$ cat src/rtl/mips_pkg.sv
// Shared MIPS definitions for the memory stage.
// Holds the memory opcodes, the LSU FSM state encoding, the memory-op enum
// and a decoder that maps an opcode onto (access kind, store flag).
package mips_pkg;

  localparam logic [5:0] OP_LW  = 6'b100011;
  localparam logic [5:0] OP_LH  = 6'b100001;
  localparam logic [5:0] OP_LHU = 6'b100101;
  localparam logic [5:0] OP_LB  = 6'b100000;
  localparam logic [5:0] OP_LBU = 6'b100100;
  localparam logic [5:0] OP_SW  = 6'b101011;
  localparam logic [5:0] OP_SH  = 6'b101001;
  localparam logic [5:0] OP_SB  = 6'b101000;

  typedef enum logic [1:0] {
    ST_IDLE   = 2'd0,
    ST_REQ    = 2'd1,
    ST_WAIT_R = 2'd2,
    ST_DONE   = 2'd3
  } lsu_state_e;

  typedef enum logic [2:0] {
    MOP_NONE  = 3'd0,
    MOP_WORD  = 3'd1,
    MOP_HALF  = 3'd2,
    MOP_HALFU = 3'd3,
    MOP_BYTE  = 3'd4,
    MOP_BYTEU = 3'd5
  } mem_op_e;

  typedef struct packed {
    mem_op_e op;
    logic    store;
  } mem_dec_t;

  // Stores reuse the signed access kinds; only their width matters.
  function automatic mem_dec_t decode_mem(input logic [5:0] opcode);
    mem_dec_t d;
    d = '{op: MOP_NONE, store: 1'b0};
    case (opcode)
      OP_LW:   d.op = MOP_WORD;
      OP_LH:   d.op = MOP_HALF;
      OP_LHU:  d.op = MOP_HALFU;
      OP_LB:   d.op = MOP_BYTE;
      OP_LBU:  d.op = MOP_BYTEU;
      OP_SW:   d = '{op: MOP_WORD, store: 1'b1};
      OP_SH:   d = '{op: MOP_HALF, store: 1'b1};
      OP_SB:   d = '{op: MOP_BYTE, store: 1'b1};
      default: d = '{op: MOP_NONE, store: 1'b0};
    endcase
    return d;
  endfunction

endpackage

$ cat src/rtl/mem_load_ext.sv
// Load lane select and sign/zero extension.
// Ports:
//   word   in  32  aligned memory word
//   lane   in  2   byte offset (AO[1:0])
//   op     in  3   load kind; MOP_NONE yields zero
//   result out 32  extended load value
// Purely combinational so that bypass logic can reuse it.
module mem_load_ext
  import mips_pkg::*;
(
  input  logic [31:0] word,
  input  logic [1:0]  lane,
  input  mem_op_e     op,
  output logic [31:0] result
);

  logic [15:0] half_sel;
  logic [7:0]  byte_sel;

  assign half_sel = lane[1] ? word[31:16] : word[15:0];
  assign byte_sel = word[{lane, 3'b000} +: 8];

  // NOTE: every path assigns result (default first), so no latch is inferred.
  always_comb begin
    result = '0;
    case (op)
      MOP_WORD:  result = word;
      MOP_HALF:  result = {{16{half_sel[15]}}, half_sel};
      MOP_HALFU: result = {16'h0000, half_sel};
      MOP_BYTE:  result = {{24{byte_sel[7]}}, byte_sel};
      MOP_BYTEU: result = {24'h000000, byte_sel};
      default:   result = '0;
    endcase
  end

endmodule

$ cat src/rtl/mem_stage_lsu.sv
// Memory-stage load/store unit.
// Drives the data-memory bus (req/gnt/rvalid handshake) for the instruction
// held in EX/MEM, stalls the upstream pipeline while an access is in flight,
// and registers the MEM/WB fields including the extended load data.
// Ports:
//   clk, reset                      clock, async active-low reset
//   M_Instr/M_PC/M_AO/M_V2/M_A3     EX/MEM fields (AO = effective address)
//   stall                           freeze PC, F/D, D/E, EX/MEM
//   dm_req/we/addr/be/wdata         bus request side
//   dm_gnt/rvalid/rdata             bus response side
//   W_Instr/W_PC/W_AO/W_DR/W_A3     MEM/WB fields (W_DR = load data)
//   W_addr_err                      misaligned access flag
module mem_stage_lsu
  import mips_pkg::*;
(
  input  logic        clk,
  input  logic        reset,
  input  logic [31:0] M_Instr,
  input  logic [31:0] M_PC,
  input  logic [31:0] M_AO,
  input  logic [31:0] M_V2,
  input  logic [4:0]  M_A3,
  output logic        stall,
  output logic        dm_req,
  output logic        dm_we,
  output logic [31:0] dm_addr,
  output logic [3:0]  dm_be,
  output logic [31:0] dm_wdata,
  input  logic        dm_gnt,
  input  logic        dm_rvalid,
  input  logic [31:0] dm_rdata,
  output logic [31:0] W_Instr,
  output logic [31:0] W_PC,
  output logic [31:0] W_AO,
  output logic [31:0] W_DR,
  output logic [4:0]  W_A3,
  output logic        W_addr_err
);

  mem_dec_t   dec;
  logic       is_mem;
  logic       misaligned;
  logic       aligned_mem;
  lsu_state_e state_q, state_d;
  logic       req_int;
  logic       capture;
  logic       stall_int;
  logic [3:0] be_int;
  logic [31:0] wdata_int;
  logic [31:0] rbuf_q;
  logic [31:0] ext_result;
  mem_op_e    load_op;

  assign dec    = decode_mem(M_Instr[31:26]);
  assign is_mem = (dec.op != MOP_NONE);

  assign misaligned = ((dec.op == MOP_WORD) && (M_AO[1:0] != 2'b00)) ||
                      (((dec.op == MOP_HALF) || (dec.op == MOP_HALFU)) && M_AO[0]);
  assign aligned_mem = is_mem && !misaligned;

  // The grant ends the request phase; stores have nothing to wait for.
  always_comb begin
    state_d = state_q;
    req_int = 1'b0;
    capture = 1'b0;
    case (state_q)
      ST_IDLE: begin
        if (aligned_mem) begin
          req_int = 1'b1;
          if (dm_gnt) state_d = dec.store ? ST_DONE : ST_WAIT_R;
          else        state_d = ST_REQ;
        end
      end
      ST_REQ: begin
        req_int = 1'b1;
        if (dm_gnt) state_d = dec.store ? ST_DONE : ST_WAIT_R;
      end
      ST_WAIT_R: begin
        if (dm_rvalid) begin
          capture = 1'b1;
          state_d = ST_DONE;
        end
      end
      ST_DONE: state_d = ST_IDLE;
      default: state_d = ST_IDLE;
    endcase
  end

  // NOTE: sequential state uses non-blocking assignments with the async
  // reset in the sensitivity list, so all flops update together at the edge.
  always_ff @(posedge clk or negedge reset) begin
    if (!reset) state_q <= ST_IDLE;
    else        state_q <= state_d;
  end

  always_ff @(posedge clk or negedge reset) begin
    if (!reset)       rbuf_q <= '0;
    else if (capture) rbuf_q <= dm_rdata;
  end

  assign stall_int = aligned_mem && (state_q != ST_DONE);

  // Store lane steering; loads keep all byte enables on.
  always_comb begin
    be_int    = 4'b1111;
    wdata_int = M_V2;
    if (dec.store) begin
      case (dec.op)
        MOP_HALF: begin
          be_int    = M_AO[1] ? 4'b1100 : 4'b0011;
          wdata_int = {2{M_V2[15:0]}};
        end
        MOP_BYTE: begin
          be_int    = 4'b0001 << M_AO[1:0];
          wdata_int = {4{M_V2[7:0]}};
        end
        default: begin
          be_int    = 4'b1111;
          wdata_int = M_V2;
        end
      endcase
    end
  end

  // Reset also masks the bus and stall combinationally so that an access
  // in flight is dropped immediately, not at the next edge.
  assign stall    = reset && stall_int;
  assign dm_req   = reset && req_int;
  assign dm_we    = reset && aligned_mem && dec.store;
  assign dm_addr  = reset ? {M_AO[31:2], 2'b00} : 32'h0;
  assign dm_be    = reset ? be_int : 4'b0000;
  assign dm_wdata = reset ? wdata_int : 32'h0;

  assign load_op = dec.store ? MOP_NONE : dec.op;

  mem_load_ext u_ext (
    .word   (rbuf_q),
    .lane   (M_AO[1:0]),
    .op     (load_op),
    .result (ext_result)
  );

  always_ff @(posedge clk or negedge reset) begin
    if (!reset) begin
      W_Instr    <= '0;
      W_PC       <= '0;
      W_AO       <= '0;
      W_DR       <= '0;
      W_A3       <= '0;
      W_addr_err <= 1'b0;
    end else if (!stall_int) begin
      // A misaligned op retires as a bubble carrying the error flag.
      W_Instr    <= misaligned ? 32'h0 : M_Instr;
      W_PC       <= M_PC;
      W_AO       <= M_AO;
      W_DR       <= (state_q == ST_DONE) ? ext_result : 32'h0;
      W_A3       <= misaligned ? 5'd0 : M_A3;
      W_addr_err <= misaligned;
    end
  end

endmodule

$ cat config.mk
export PLATFORM = sky130hd
export DESIGN_NAME = mem_stage_lsu
export DESIGN_NICKNAME = d
export VERILOG_FILES = /design/src/rtl/mips_pkg.sv /design/src/rtl/mem_load_ext.sv /design/src/rtl/mem_stage_lsu.sv
export SDC_FILE = /design/constraint.sdc
export NUM_CORES = 1
export LEC_CHECK = 0
export ABC_AREA = 1
export BUFFER_PORTS_ARGS = -buffer_cell sky130_fd_sc_hd__clkbuf_2
export CAP_MARGIN = 25
export CORE_ASPECT_RATIO = 0.8
export CORE_MARGIN = 5
export CORE_UTILIZATION = 44
export CTS_BUF_LIST = sky130_fd_sc_hd__clkbuf_8
export CTS_CLUSTER_SIZE = 12
export DETAILED_ROUTE_END_ITERATION = 12
export GPL_TIMING_DRIVEN = 0
export PLACE_DENSITY = 0.79
export SETUP_SLACK_MARGIN = 0.5
export SKIP_LAST_GASP = 1
export SLEW_MARGIN = 20
export SYNTH_ARGS = -nofsm -noshare
export SYNTH_HDL_FRONTEND = slang
export SYNTH_HIERARCHICAL = 1
export SYNTH_SLANG_ARGS = --single-unit
$ cat constraint.sdc
create_clock -name clk -period 1.6 [get_ports clk]
set_clock_uncertainty 0.2 [all_clocks]
set_input_delay 0.24 -clock clk [delete_from_list [all_inputs] [get_ports clk]]
set_output_delay 0.24 -clock clk [all_outputs]
set_load 0.02 [all_outputs]
Word level (Yosys, flattened, before mapping)

Cells that the tools add are included.
Widths: inputs -> output; s select.

Output and inout bits: 205
Register bits: 168
Logic and storage cells: 79

Shift operators: 2
Mux-type cells: 26
Reductions and logical operators: 19
Equal/unequal tests: 24

Operators with widths:

| operator            | count |
|---|---|
| $mux 32             | 5 |
| $pmux 32 s5         | 1 |
| $pmux 32 s2         | 1 |
| $eq 6x6->1 const B  | 8 |
| $shiftx 32x6->8     | 1 |
| $mux 16             | 1 |
| $pmux 3 s5          | 1 |
| $eq 3x2->1 const B  | 4 |
| $mux 4              | 3 |
| $eq 3x3->1 const B  | 3 |
| $logic_and 1x1->1   | 8 |
| $mux 2              | 4 |
| $ne 2x2->1 const B  | 4 |
| $pmux 2 s4          | 1 |
| $pmux 4 s2          | 1 |
| $eq 3x1->1 const B  | 2 |
| $reduce_or 2->1     | 3 |
| $mux 1              | 5 |
| $mux 5              | 1 |
| $eq 2x2->1 const B  | 2 |
| $shl 1x2->4 const A | 1 |
| $mux 3              | 1 |
| $reduce_and 3->1    | 1 |
| $reduce_bool 3->1   | 1 |
| other kinds (7)     | 8 |

Logic depth before layout (Yosys ltp)

Gate-level depths: netlist of run 1.

Word-level depth: 12
Depth in mapped cells: 14
Gate-level depth less buffers: 13

Hierarchy

The synthesis of run 1 kept the hierarchy.

Modules (own cells, without submodules):

| module        | times used | sequential area each (um2) | cells each | area each (um2) |
|---|---|---|---|---|
| mem_stage_lsu | 1          | 4204.0                     | 886        | 7498.4 |
| mem_load_ext  | 1          | 0.0                        | 162        | 765.7 |

Worst setup path after synthesis of run 1

OpenSTA, ideal clock, no wires.

Path kind: in2out
Start point: input port M_Instr[28]
End point: output port stall
Data arrival time: 1480 ps
Buffers on the path: 3
Cell stages on the path: 12
Required time: 1160 ps
Setup slack: -320 ps
Path through: buf_6 -> inv_2 -> nand3_1 -> nand2_1 -> nand2_1 -> nand2_1 -> nand3_2 -> nor2_2 -> buf_6 -> inv_4 -> buf_6 -> nor2_1

Cells in the longest elaborated chain, start to end: 11
Elaborated cells on any way between the ends: 24
Classes of those cells: eq/ne: 11; mux: 1; reduce/logical: 12

Ends and longest elaborated chain:

| what                      | RTL line             | text |
|---|---|---|
| from (decl)               | mem_stage_lsu.sv:18  | `input logic [31:0] M_Instr,` |
| $eq 6x6->1                | mips_pkg.sv:40       | `case (opcode)` |
| $reduce_or 2->1 (no line) | --                   |  |
| $pmux 3 s5 *              | mips_pkg.sv:40       |  |
| $eq 3x2->1                | mem_stage_lsu.sv:58  | `(((dec.op == MOP_HALF) \|\| (dec.op == MOP_HALFU)) && M_AO[0]);` |
| $logic_or 1x1->1          | mem_stage_lsu.sv:58  |  |
| $logic_and 1x1->1         | mem_stage_lsu.sv:58  |  |
| $logic_or 1x1->1          | mem_stage_lsu.sv:57  | `assign misaligned = ((dec.op == MOP_WORD) && (M_AO[1:0] != 2'b00)) \|\|` |
| $logic_not 1->1           | mem_stage_lsu.sv:59  | `assign aligned_mem = is_mem && !misaligned;` |
| $logic_and 1x1->1 *       | mem_stage_lsu.sv:59  |  |
| $logic_and 1x1->1 *       | mem_stage_lsu.sv:101 | `assign stall_int = aligned_mem && (state_q != ST_DONE);` |
| $logic_and 1x1->1 *       | mem_stage_lsu.sv:127 | `assign stall = reset && stall_int;` |
| to (decl)                 | mem_stage_lsu.sv:23  | `output logic stall,` |

Every way passes the cells marked *; elsewhere a longest branch is shown, timed or not.

Final worst setup path of run 1

Start point: input port M_Instr[27]
End point: output port dm_req

Cells in the longest elaborated chain, start to end: 12
Elaborated cells on any way between the ends: 25
Classes of those cells: eq/ne: 11; mux: 3; reduce/logical: 11

Ends and longest elaborated chain:

| what                      | RTL line             | text |
|---|---|---|
| $eq 6x6->1                | mips_pkg.sv:40       |  |
| $reduce_or 2->1 (no line) | --                   |  |
| $pmux 3 s5 *              | mips_pkg.sv:40       |  |
| $eq 3x2->1                | mem_stage_lsu.sv:58  |  |
| $logic_or 1x1->1          | mem_stage_lsu.sv:58  |  |
| $logic_and 1x1->1         | mem_stage_lsu.sv:58  |  |
| $logic_or 1x1->1          | mem_stage_lsu.sv:57  |  |
| $logic_not 1->1           | mem_stage_lsu.sv:59  |  |
| $logic_and 1x1->1 *       | mem_stage_lsu.sv:59  |  |
| $mux 1 *                  | mem_stage_lsu.sv:68  | `if (aligned_mem) begin` |
| $pmux 1 s2 *              | mem_stage_lsu.sv:66  | `case (state_q)` |
| $logic_and 1x1->1 *       | mem_stage_lsu.sv:128 | `assign dm_req = reset && req_int;` |
| to (decl)                 | mem_stage_lsu.sv:24  | `output logic dm_req,` |

Marked as above.

==> results.txt, run 1 <==
The post-synthesis compound-gate area fraction came out at 0.0621. In this run the mean area of a mapped cell was between 7 and 8 um2. The dominant combinational cell family by area after synthesis is simple AND/OR/NAND/NOR gates. Of the total power, the share spent switching nets is 0.369. The first detailed-routing pass ran for 8 iterations. The clock share of power is 0.236.

The number of I/O port buffers came out at 370. The area of the die is roughly 22000 um2. The post-synthesis sequential element count is 168. The sum of routed wire segments on met1 came out at 15.1 mm. The delay contributed by the slowest stage of the critical path came out at ~0.21 ns.

The number of vias in the routed layout is between 10k and 15k. Setup violations remaining at the end of the flow were counted as 293. The worst endpoint required time is around 1.2 ns. The portion of total power attributed to combinational logic is 0.367. The headroom to the max-slew limit is 0.467. Across all register-to-register paths, the minimum setup slack is -0.28 ns.

The maximum vdd ir drop is 683 uV. The area overhead of the layout relative to synthesis is 81.3%. The initial detailed-routing violation count came out at approximately 1.4k.

The simple-gate portion of the synthesized area is 0.300. Yosys attributes the largest share of cell area to sky130_fd_sc_hd__dfrtp_1, sky130_fd_sc_hd__nand2_1, sky130_fd_sc_hd__mux2_2. The final worst setup slack came out at -0.634 ns.

For hold timing, the worst endpoint is state_q[1]$_DFFE_PN0P_. The number of CTS-inserted buffers is 17. After detailed routing, the number of vias per cell comes to approximately 5.8.

The cell area that synthesis handed to floorplanning was about 8300 um2. Setup repair after global routing could not meet its margin everywhere. The clock edge transition at the registers on the reported setup and hold paths came out at approximately 0.090 ns. The number of I/O pins is 374. Of the available clock period, the critical path in the final layout requires 1.40.

In the final routed layout, each cell accounts on average for approximately 25 um. The final hold violation count came to 1. The congestion estimate from routability-driven global placement came to roughly 0.94. The final critical delay including setup and external delays is 2.23 ns.

The multi-input combinational cell area is about 4500 um2. The launch point of the worst hold path is dm_gnt. The predominant post-synthesis flop cell is sky130_fd_sc_hd__dfrtp_1. The antenna violation net count after detailed routing came out at 0.

On the critical path, the stage with the largest delay is an instance of sky130_fd_sc_hd__a21oi_2. The final routed DRC violation total is 0. After floorplanning, the core was sized to cover between 15000 and 20000 um2. The mux cell area share after synthesis is 0.0436. The critical path goes through buf_4 -> nand2_1 -> inv_1 -> nand3_1 -> nand2_1 -> a21oi_2 -> buf_4 -> buf_4 -> nand3_2 -> a21oi_4 -> clkbuf_8.

The buffer type at the clock tree root is sky130_fd_sc_hd__clkbuf_8. The count of H-tree levels built during CTS is 4. The CTS sink count is between 150 and 200. The critical path in this run is classified as in -> out. The standby leakage power is just over 8 nW. The fraction of the mapped netlist area in adder cells is 0.00606. The initial antenna violation count came out at 4. The floorplan has 44 rows. The total number of nets in the final design came out at 1814.

The final number of max-transition violations came out at 0. The synthesized design spends more area on one cell type than any other, namely sky130_fd_sc_hd__dfrtp_1. The worst register-to-register path begins at state_q[0]$_DFFE_PN0P_.

The first global-routing pass estimated between 50 and 60 mm of wire. Counting flops with a built-in enable in the synthesized netlist gives 0. The number of global-route vias before repair is approximately 10k. The share of synthesized area occupied by flip-flops and latches is 0.509. Derived from the worst setup path, the maximum achievable clock frequency is 448 MHz. The internal power component came out at 9.01 mW.

The post-synthesis async set-or-reset flop share came out at 1.00. The number of cell instances on the worst register-to-register path came out at 8. In the final layout, flip-flops and latches occupy between 4000 and 5000 um2. The worst slack at placement is -0.854 ns. Yosys printed 6 warnings. The sequential power share came out at 0.397. In the synthesized netlist, the cells that appear most often are sky130_fd_sc_hd__nand2_1, sky130_fd_sc_hd__dfrtp_1, sky130_fd_sc_hd__inv_1.

The worst-margin pin slew is about 0.80 ns. The maximum number of buffers from clock root to sink is 2. For this configuration, the core starts out at a cell density of 0.452.

The tightest hold path in the finished design has a slack of -0.00925 ns. By instance count, the leading cell after synthesis is sky130_fd_sc_hd__nand2_1. The post-detailed-placement half-perimeter wirelength came out at 23.2 mm. TritonCTS built the clock tree. The pin count of the biggest net entering global routing came out at 91. The number of inserted filler cells in the final layout came out at roughly 950. STA classifies the critical path startpoint as an input pin.

The endpoint identified for the worst register-to-register timing path is W_A3[2]$_DFFE_PN0N_. The switching power of the nets came out at 5.27 mW. The detailed-routed wire length on met3 came out at about 5.8 mm. The final reports fail on negative hold slack, negative setup slack. The worst setup path is captured at an output pin. In this run the worst path has a maximum fanout of 10.

The global-route total usage across every layer is 0.350. The reported max-cap violation count came out at 0. The share of Yosys cell area claimed by the top area cell type came out at 0.509. The share of the synthesized netlist area taken by xor and xnor gates is 0.

For this block, the routed nets add up to roughly 47 mm of wire. In this run the vertical extent of the chip is 133 um. By instance count, the cell type seen most on the critical path is sky130_fd_sc_hd__buf_4. The source-to-sink clock delay at the later pin of the worst-skew pair is 0.46 ns. Of the cells placed in the final design, the portion with a size suffix greater than 1 is 0.468. The power density over the cells is between 900 and 1000 nW/um2.

From left edge to right edge, the die measures approximately 160 um. The run finished, with violations left. The met2 wirelength from detailed routing came out at roughly 21 mm. The highest metal layer with signal wires is met5. The number of instances in the synthesized netlist is approximately 1.0k. The min-delay analysis places its worst path in the category in -> reg. The total overflow reported by the global router came out at 0. Data on the critical path arrives at its endpoint at around 1.8 ns. The number of distinct library cells after synthesis came out at 29. The depth of the worst hold-timing path is 5.
==> area by class of cell <==
cell class | count | share of cell area
clock inverter | 13 | 0.0103
antenna | 2 | 0.000334
inverter | 70 | 0.0204
multi-input combinational | 751 | 0.302
clock buffer | 19 | 0.0175
tap | 253 | 0.0211
buffer | 60 | 0.0473
timing repair buffer | 573 | 0.301
sequential | 168 | 0.281
==> metal layers <==
metal	vias to the layer above	GRT usage
li1	4442	-
met3	405	0.0989
met4	4	0.232
met2	1099	0.565
met5	-	0
met1	5117	0.405
==> worst max-delay path: cells and delay by family <==
kind / cells / cell delay [ns]
AOI/OAI and AO/OA: 2 / 0.36
and+or+nand+nor: 4 / 0.43
buffers and inverters: 5 / 0.74
==> power groups by stage <==
| stage | Clock (mW) | Sequential, mW | Combinational, mW |
|---|---|---|---|
| floorplan | 0 | 5.84 | 2.24 |
| global placement | 0 | 5.60 | 3.73 |
| detailed placement | 0 | 5.61 | 3.83 |
| CTS | 3.29 | 5.53 | 4.50 |
| global route | 3.53 | 5.74 | 5.50 |
| finish | 3.37 | 5.67 | 5.24 |
==> sequential cells by signal, indices dropped and copies added, names as in the netlist <==
| name | cells |
|---|---|
| W_A3 | 5 |
| W_AO | 32 |
| W_DR | 32 |
| W_Instr | 32 |
| W_PC | 32 |
| W_addr_err | 1 |
| rbuf_q | 32 |
| state_q | 2 |
==> worst max path at each step <==
stage | startpoint | end | slack [ns] | depth (start not counted)
after floorplan | M_Instr[28] | W_DR[10]$_DFFE_PN0N_ | -0.16 | 13
after global placement | reset | dm_wdata[29] | -3.79 | 6
after detailed placement | reset | dm_wdata[29] | -0.85 | 6
after CTS | state_q[1]$_DFFE_PN0P_ | stall | -0.59 | 8
after global routing | M_Instr[27] | dm_req | -0.63 | 11
final | M_Instr[27] | dm_req | -0.63 | 11
==> placed cells by master, fill, tap and decap left out, types with 23 or more instances in the layout <==
cell,synthesis,final
sky130_fd_sc_hd__buf_4,15,37
sky130_fd_sc_hd__buf_6,11,49
sky130_fd_sc_hd__clkbuf_2,1,318
sky130_fd_sc_hd__clkbuf_8,0,52
sky130_fd_sc_hd__dfrtp_1,168,168
sky130_fd_sc_hd__dlygate4sd3_1,0,136
sky130_fd_sc_hd__inv_1,65,23
sky130_fd_sc_hd__inv_2,3,41
sky130_fd_sc_hd__mux2_4,0,32
sky130_fd_sc_hd__nand2_1,522,479
sky130_fd_sc_hd__nand2_2,3,35
sky130_fd_sc_hd__nand3_2,10,27
sky130_fd_sc_hd__o21ai_1,36,39
==> cell families after synthesis <==
group	Yosys count
and+or+nand+nor	612
DFF	168
buffers and inverters	130
AOI/OAI and AO/OA	101
muxes	32
adders and majority gates	4
other	1
==> stage by stage <==
stage / TNS (ns) / utilization / power, mW / cells / area [um2]
finish: -45.53 / 0.820 / 14.3 / 1909 / 15000
global route: -58.53 / 0.820 / 14.8 / 1909 / 15000
CTS: -29.54 / 0.765 / 13.3 / 1879 / 14000
detailed placement: -91.36 / 0.599 / 9.44 / 1673 / 10900
global placement: -801.64 / 0.597 / 9.33 / 1672 / 10900
floorplan: -5.95 / - / 8.08 / 1049 / 8740
==> repair_timing <==
action | CTS | global route
buffers inserted | 30 | 19
setup endpoints to repair | 371 | 469
hold endpoints to repair | 301 | 21
hold buffers | 136 | 1
cloned | 8 | 8
pin swaps | 23 | 80
resized for setup | 226 | 180
(Power assumes the default switching activity.)
==> run 2: changes to the inputs <==
Settings changed: PLACE_DENSITY 0.79 to 0.78, SYNTH_HIERARCHICAL 1 to unset.
==> results.txt, run 2 <==
Run status: stopped before the end (was finished, violations left). Progress stopped at global routing. The tool reported: "[ERROR GRT-0232] Routing congestion too high. Check the congestion heatmap in the GUI". The global-route total usage across every layer came out at 0.730. The number of I/O port buffers was 369 (was 370). The CTS sink count was 168 (unchanged). The dominant combinational cell family by area after synthesis was simple AND/OR/NAND/NOR gates (unchanged).

The number of warnings reported in the yosys synthesis log came out at 0 (was 6). The post-synthesis sequential element count came out at 168 (unchanged). The simple-gate portion of the synthesized area is 0.325 (was 0.300).

The number of I/O pins is 374 (unchanged). The classification of the worst endpoint is a primary output. The synthesized area per cell came out at 7.34 um2 (was 7.89 um2). The routability congestion estimate from global placement came to 0.978 (was 0.937). The post-detailed-placement cell area is 11300 um2 (was 10900 um2). The most frequent cell after synthesis is sky130_fd_sc_hd__nand2_1 (unchanged). The number of rows in the core area is 45 (was 44). The post-synthesis cell type with the largest combined area is sky130_fd_sc_hd__dfrtp_1 (unchanged). Leading cell types by count after synthesis: sky130_fd_sc_hd__nand2_1, sky130_fd_sc_hd__dfrtp_1, sky130_fd_sc_hd__nor2_1 (was sky130_fd_sc_hd__nand2_1, sky130_fd_sc_hd__dfrtp_1, sky130_fd_sc_hd__inv_1).

The initial core utilization is 0.446 (was 0.452). In the global-route stage, repair_timing last flagged the worst endpoint as stall. The fraction of the mapped netlist area in adder cells is 0.00596 (was 0.00606). The post-synthesis async set-or-reset flop share was 1.00 (unchanged). The x dimension of the die came out at 165 um (was 163 um). The total instance count after detailed placement was 1774 (was 1673). The count of H-tree levels built during CTS came out at 4 (unchanged). The post-detailed-placement half-perimeter wirelength came to 25.7 mm (was 23.2 mm). The number of CTS-inserted buffers is 17 (unchanged). The share of synthesized area occupied by flip-flops and latches came out at 0.500 (was 0.509). Leading post-synthesis cells by cell area: sky130_fd_sc_hd__dfrtp_1, sky130_fd_sc_hd__nand2_1, sky130_fd_sc_hd__nor2_1 (was sky130_fd_sc_hd__dfrtp_1, sky130_fd_sc_hd__nand2_1, sky130_fd_sc_hd__mux2_2). The number of flops mapped to enable cells by yosys is 0 (unchanged).

The mux cell area share after synthesis was 0.0107 (was 0.0436). The share of Yosys cell area claimed by the top area cell type came out at 0.500 (was 0.509). The die extent in y is 134 um (was 133 um).

The predominant post-synthesis flop cell is sky130_fd_sc_hd__dfrtp_1 (unchanged). After global routing the overflow that remains totals 24. The number of distinct library cells after synthesis came to 23 (was 29). The post-synthesis compound-gate area fraction is 0.0764 (was 0.0621). The buffer type at the clock tree root is sky130_fd_sc_hd__clkbuf_8 (unchanged). The summed instance area of the synthesized netlist is 8400 um2 (was 8260 um2). The maximum number of buffers from clock root to sink is 2 (unchanged). The pin count of the biggest net entering global routing came out at 94.

The share of the synthesized netlist area taken by xor and xnor gates is 0 (unchanged). The number of instances in the synthesized netlist is 1145 (was 1048).
## run 2: kinds of logic after synthesis
| logic type | after synthesis |
|---|---|
| AO/OA/AOI/OAI | 128 |
| multiplexers | 8 |
| AND/OR/NAND/NOR | 670 |
| flip-flops | 168 |
| buffers and inverters | 166 |
| adder cells (fa/ha/maj) | 4 |
| other | 1 |
## run 2: what timing repair did
action / in CTS
pin swaps: 37
gates resized for setup: 327
cloned: 22
hold buffers: 137
hold endpoints to repair: 301
endpoints found under the setup margin: 371
setup buffers: 42
## run 2: routing by layer
layer,overflow,global-route usage
met5,0,0.182
met3,0,0.597
met1,0,0.708
met4,12,0.751
met2,12,0.899
## run 2: through the flow
step	setup WS, ns	setup TNS (ns)
global placement	-3.73	-822.99
floorplan	-0.247	-17.19
detailed placement	-0.777	-116.19
CTS	-0.609	-55.55
==> run 3: changes to the inputs <==
Settings changed: CORE_ASPECT_RATIO 0.8 to unset, CORE_UTILIZATION 44 to 40, CTS_BUF_LIST sky130_fd_sc_hd__clkbuf_8 to unset, CTS_CLUSTER_SIZE 12 to unset, PLACE_DENSITY 0.78 to unset, PLACE_DENSITY_LB_ADDON set to 0.15, SETUP_SLACK_MARGIN 0.5 to unset.
Clock period 1.6 ns to 2.08 ns, I/O delays scaled along.
==> results.txt, run 3 <==
The initial detailed-routing violation count came out at between 700 and 800. The number of I/O port buffers is 369 (unchanged). The antenna violation net count after detailed routing came out at 0. The number of inserted filler cells in the final layout came out at between 1.5k and 2k. Power spread over the standard cell area amounts to about 800 nW/um2. The routed wire length is ~36 mm. The routability congestion estimate from global placement was 0.968 (was 0.978).

The number of antenna repair diodes came out at 0. The source-to-sink clock delay at the later pin of the worst-skew pair came out at 0.43 ns. The simple-gate portion of the synthesized area came out at 0.325 (unchanged). The number of I/O pins was 374 (unchanged). The post-detailed-placement cell area came to 10700 um2 (was 11300 um2).

The final-report setup violation count is 0. The total buffers and inverters traversed by the critical path came out at 6. The reported max-cap violation count came out at 0. The number of instances in the synthesized netlist is 1145 (unchanged).

The total overflow reported by the global router is 0. The final routed DRC violation total is 0. Leading post-synthesis cells by cell area: sky130_fd_sc_hd__dfrtp_1, sky130_fd_sc_hd__nand2_1, sky130_fd_sc_hd__nor2_1 (unchanged).

In this run the power spent charging and discharging nets is between 3 and 4 mW. The most critical setup path has its startpoint at M_Instr[30]. The post-synthesis cell type with the largest combined area was sky130_fd_sc_hd__dfrtp_1 (unchanged). The portion of total power attributed to combinational logic came out at 0.310.

The total number of nets in the final design is 1862. The critical path is of the in -> out type. The fraction of the mapped netlist area in adder cells is 0.00596 (unchanged). The number of warnings reported in the yosys synthesis log is 0 (unchanged). The finished cells cover 13300 um2. The CTS sink count is 168 (unchanged). The x dimension of the die is 155 um (was 165 um). The worst hold path belongs to the class in -> reg. The critical path goes through buf_6 -> inv_6 -> nand2_8 -> nor2_4 -> nand3_4 -> inv_4 -> nand2_4 -> inv_8 -> buf_6 -> nor2_1 -> nor2_1 -> buf_4.

The post-synthesis compound-gate area fraction is 0.0764 (unchanged). The share of the clock period used by the worst path after layout is 0.992. Setup repair after global routing could not meet its margin everywhere.

The first-pass GRT wire length came out at 54.5 mm. TritonCTS built the clock tree. Hold is met by between 0.015 and 0.02 ns. The final number of max-transition violations was 0. The endpoint identified for the worst register-to-register timing path is rbuf_q[28]$_DFFE_PN0P_. The placeable core region came out at 20800 um2.

The largest individual stage delay along the critical path comes from the cell sky130_fd_sc_hd__buf_4. In this run the worst setup path terminates at dm_wdata[19]. The iteration count of the initial detailed-routing pass is 5. The number of rows in the core area came out at 53 (was 45).

The synthesized area per cell came out at 7.34 um2 (unchanged). For this run, the top clock speed supported by timing is between 400 and 500 MHz. Leading cell types by count after synthesis: sky130_fd_sc_hd__nand2_1, sky130_fd_sc_hd__dfrtp_1, sky130_fd_sc_hd__nor2_1 (unchanged). The most frequent cell after synthesis is sky130_fd_sc_hd__nand2_1 (unchanged). The post-detailed-placement half-perimeter wirelength came out at 25.9 mm (was 25.7 mm).

The predominant post-synthesis flop cell is sky130_fd_sc_hd__dfrtp_1 (unchanged). The initial core utilization is 0.404 (was 0.446). The worst-case IR drop observed on VDD is 551 uV.

The die extent in y came out at 155 um (was 134 um). The most common cell after layout, fill and taps aside is sky130_fd_sc_hd__nand2_1. The standby leakage power came out at 7.54 nW. Entering global routing, the biggest net connects 52 pins. The number of cell instances on the worst register-to-register path came out at 7. The dominant combinational cell family by area after synthesis was simple AND/OR/NAND/NOR gates (unchanged).

The number of gates on the worst path with buffers counted came out at 12. The area overhead of the layout relative to synthesis came out at 57.8%. The top cell types in the final layout, fill and taps aside, are sky130_fd_sc_hd__nand2_1, sky130_fd_sc_hd__clkbuf_2, sky130_fd_sc_hd__dfrtp_1, sky130_fd_sc_hd__dlygate4sd3_1, sky130_fd_sc_hd__nor2_1. The final critical delay including setup and external delays came out at 2.06 ns.

STA classifies the critical path endpoint as an output pin. At the pin with the least slew margin, the transition time is around 0.66 ns. The number of distinct library cells after synthesis came out at 23 (unchanged). For the final routed database, the setup TNS stands at 0 ns. The global-route total usage across every layer came out at 0.290. The buffer type at the clock tree root is sky130_fd_sc_hd__clkbuf_16 (was sky130_fd_sc_hd__clkbuf_8).

Of the total power, the clock network draws 0.296. The share of the synthesized netlist area taken by xor and xnor gates came out at 0 (unchanged). Run status: completed (was stopped before the end).

The share of total power dissipated in sequential elements is 0.395. The count of H-tree levels built during CTS came to 4 (unchanged). For flop-to-flop paths, the worst setup slack is ~0.13 ns. The number of global-route vias before repair came out at between 9k and 10k. The post-route non-filler standard cell count came out at about 2.0k. The number of flops mapped to enable cells by yosys is 0 (unchanged). The startpoint identified for the worst register-to-register timing path is state_q[0]$_DFFE_PN0P_. The initial antenna violation count is 0. In this design, the largest share of critical-path delay is due to buffers and inverters. The mux cell area share after synthesis came to 0.0107 (unchanged). The arrival time at the worst endpoint came out at about 1.6 ns. For this run, the slowest stage of the critical path takes approximately 0.17 ns. Of the cells placed in the final design, the portion with a size suffix greater than 1 is 0.321. The total instance count after detailed placement is 1792 (was 1774). The area of the die came out at approximately 24000 um2.

The share of synthesized area occupied by flip-flops and latches was 0.500 (unchanged). The routed length per placed instance is 18.1 um. The headroom to the max-slew limit came out at 0.561. The maximum number of buffers from clock root to sink came out at 2 (unchanged).

The post-synthesis async set-or-reset flop share is 1.00 (unchanged). Using the TritonRoute via totals, the vias-per-cell ratio works out to roughly 5. The number of vias in the routed layout came out at slightly below 10k. The worst endpoint required time is between 1.5 and 2 ns. The net switching fraction of the power is 0.375. The number of CTS-inserted buffers is 17 (unchanged). The post-synthesis sequential element count is 168 (unchanged). The share of the core filled with cells is 0.637. The summed instance area of the synthesized netlist came out at 8400 um2 (unchanged). The peak fanout along the critical path is 10. The clock edge transition at the registers on the reported setup and hold paths is approximately 0.070 ns. The share of Yosys cell area claimed by the top area cell type is 0.500 (unchanged).

Internal power comes to between 6 and 7 mW. The final hold violation count was 0. STA classifies the critical path startpoint as an input pin.
-- run 3: cell counts after synthesis --
No cell type changed its count.
-- run 3: worst min path at each step --
stage / end / startpoint / slack (ns) / cells after the start
3_3_place_gp: W_PC[19]$_DFFE_PN0N_ / W_PC[19]$_DFFE_PN0N_ / 0.25 / 2
4_1_cts: W_Instr[26]$_DFFE_PN0N_ / M_Instr[26] / 0.02 / 3
5_1_grt: W_Instr[26]$_DFFE_PN0N_ / M_Instr[26] / 0.02 / 3
6_report: W_Instr[26]$_DFFE_PN0N_ / M_Instr[26] / 0.02 / 3
2_1_floorplan: W_A3[0]$_DFFE_PN0N_ / reset / -0.18 / 0
3_5_place_dp: W_AO[2]$_DFFE_PN0N_ / reset / 0.09 / 1
-- run 3: through the flow --
stage	total power [mW]	setup WS, ns
after global routing	11.1	-0.0825
after CTS	10.5	-0.0739
after global placement	6.99	-3.54
final	10.6	0.0176
after detailed placement	7.05	-0.977
after floorplan	5.84	-0.0649
-- run 3: worst min-delay path, delay by kind of cell --
family	cells	cell delay [ns]
buf+inv	1	0.16
simple gates	2	0.14
-- run 3: metal layers --
layer	track usage	wire, um
met1	0.361	14200
met2	0.504	17900
met3	0.0473	2160
met4	0.116	1420
met5	0	0
-- run 3: final cells by class --
type                       count  area [um2]  area share
buffer                        62         335      0.0253
clock buffer                  17         425      0.0321
clock inverter                15         153      0.0115
inverter                      99         392      0.0295
multi-input combinational    812        3770       0.284
sequential                   168        4210       0.317
tap                          275         344      0.0259
timing repair buffer         529        3640       0.274
-- run 3: cell families after synthesis --
family	after synthesis
DFF	168
muxes	8
AOI/OAI and AO/OA	128
and+or+nand+nor	670
adders and majority gates	4
buffers and inverters	166
other	1
-- run 3: power by group through the flow --
stage / Clock (mW) / Combinational (mW) / Sequential (mW)
after floorplan: 0 / 1.43 / 4.42
final: 3.12 / 3.27 / 4.17
after global routing: 3.31 / 3.57 / 4.23
after detailed placement: 0 / 2.84 / 4.21
after CTS: 3.18 / 3.20 / 4.16
after global placement: 0 / 2.80 / 4.19
-- run 3: timing repair --
item                                    4_1_cts  5_1_grt
pin swaps                                    10       14
endpoints found under the setup margin      191       57
buffers inserted                             15        3
hold buffers                                135        0
gates cloned                                  5        1
gates resized for setup                      76       81
hold endpoints to repair                    298        0
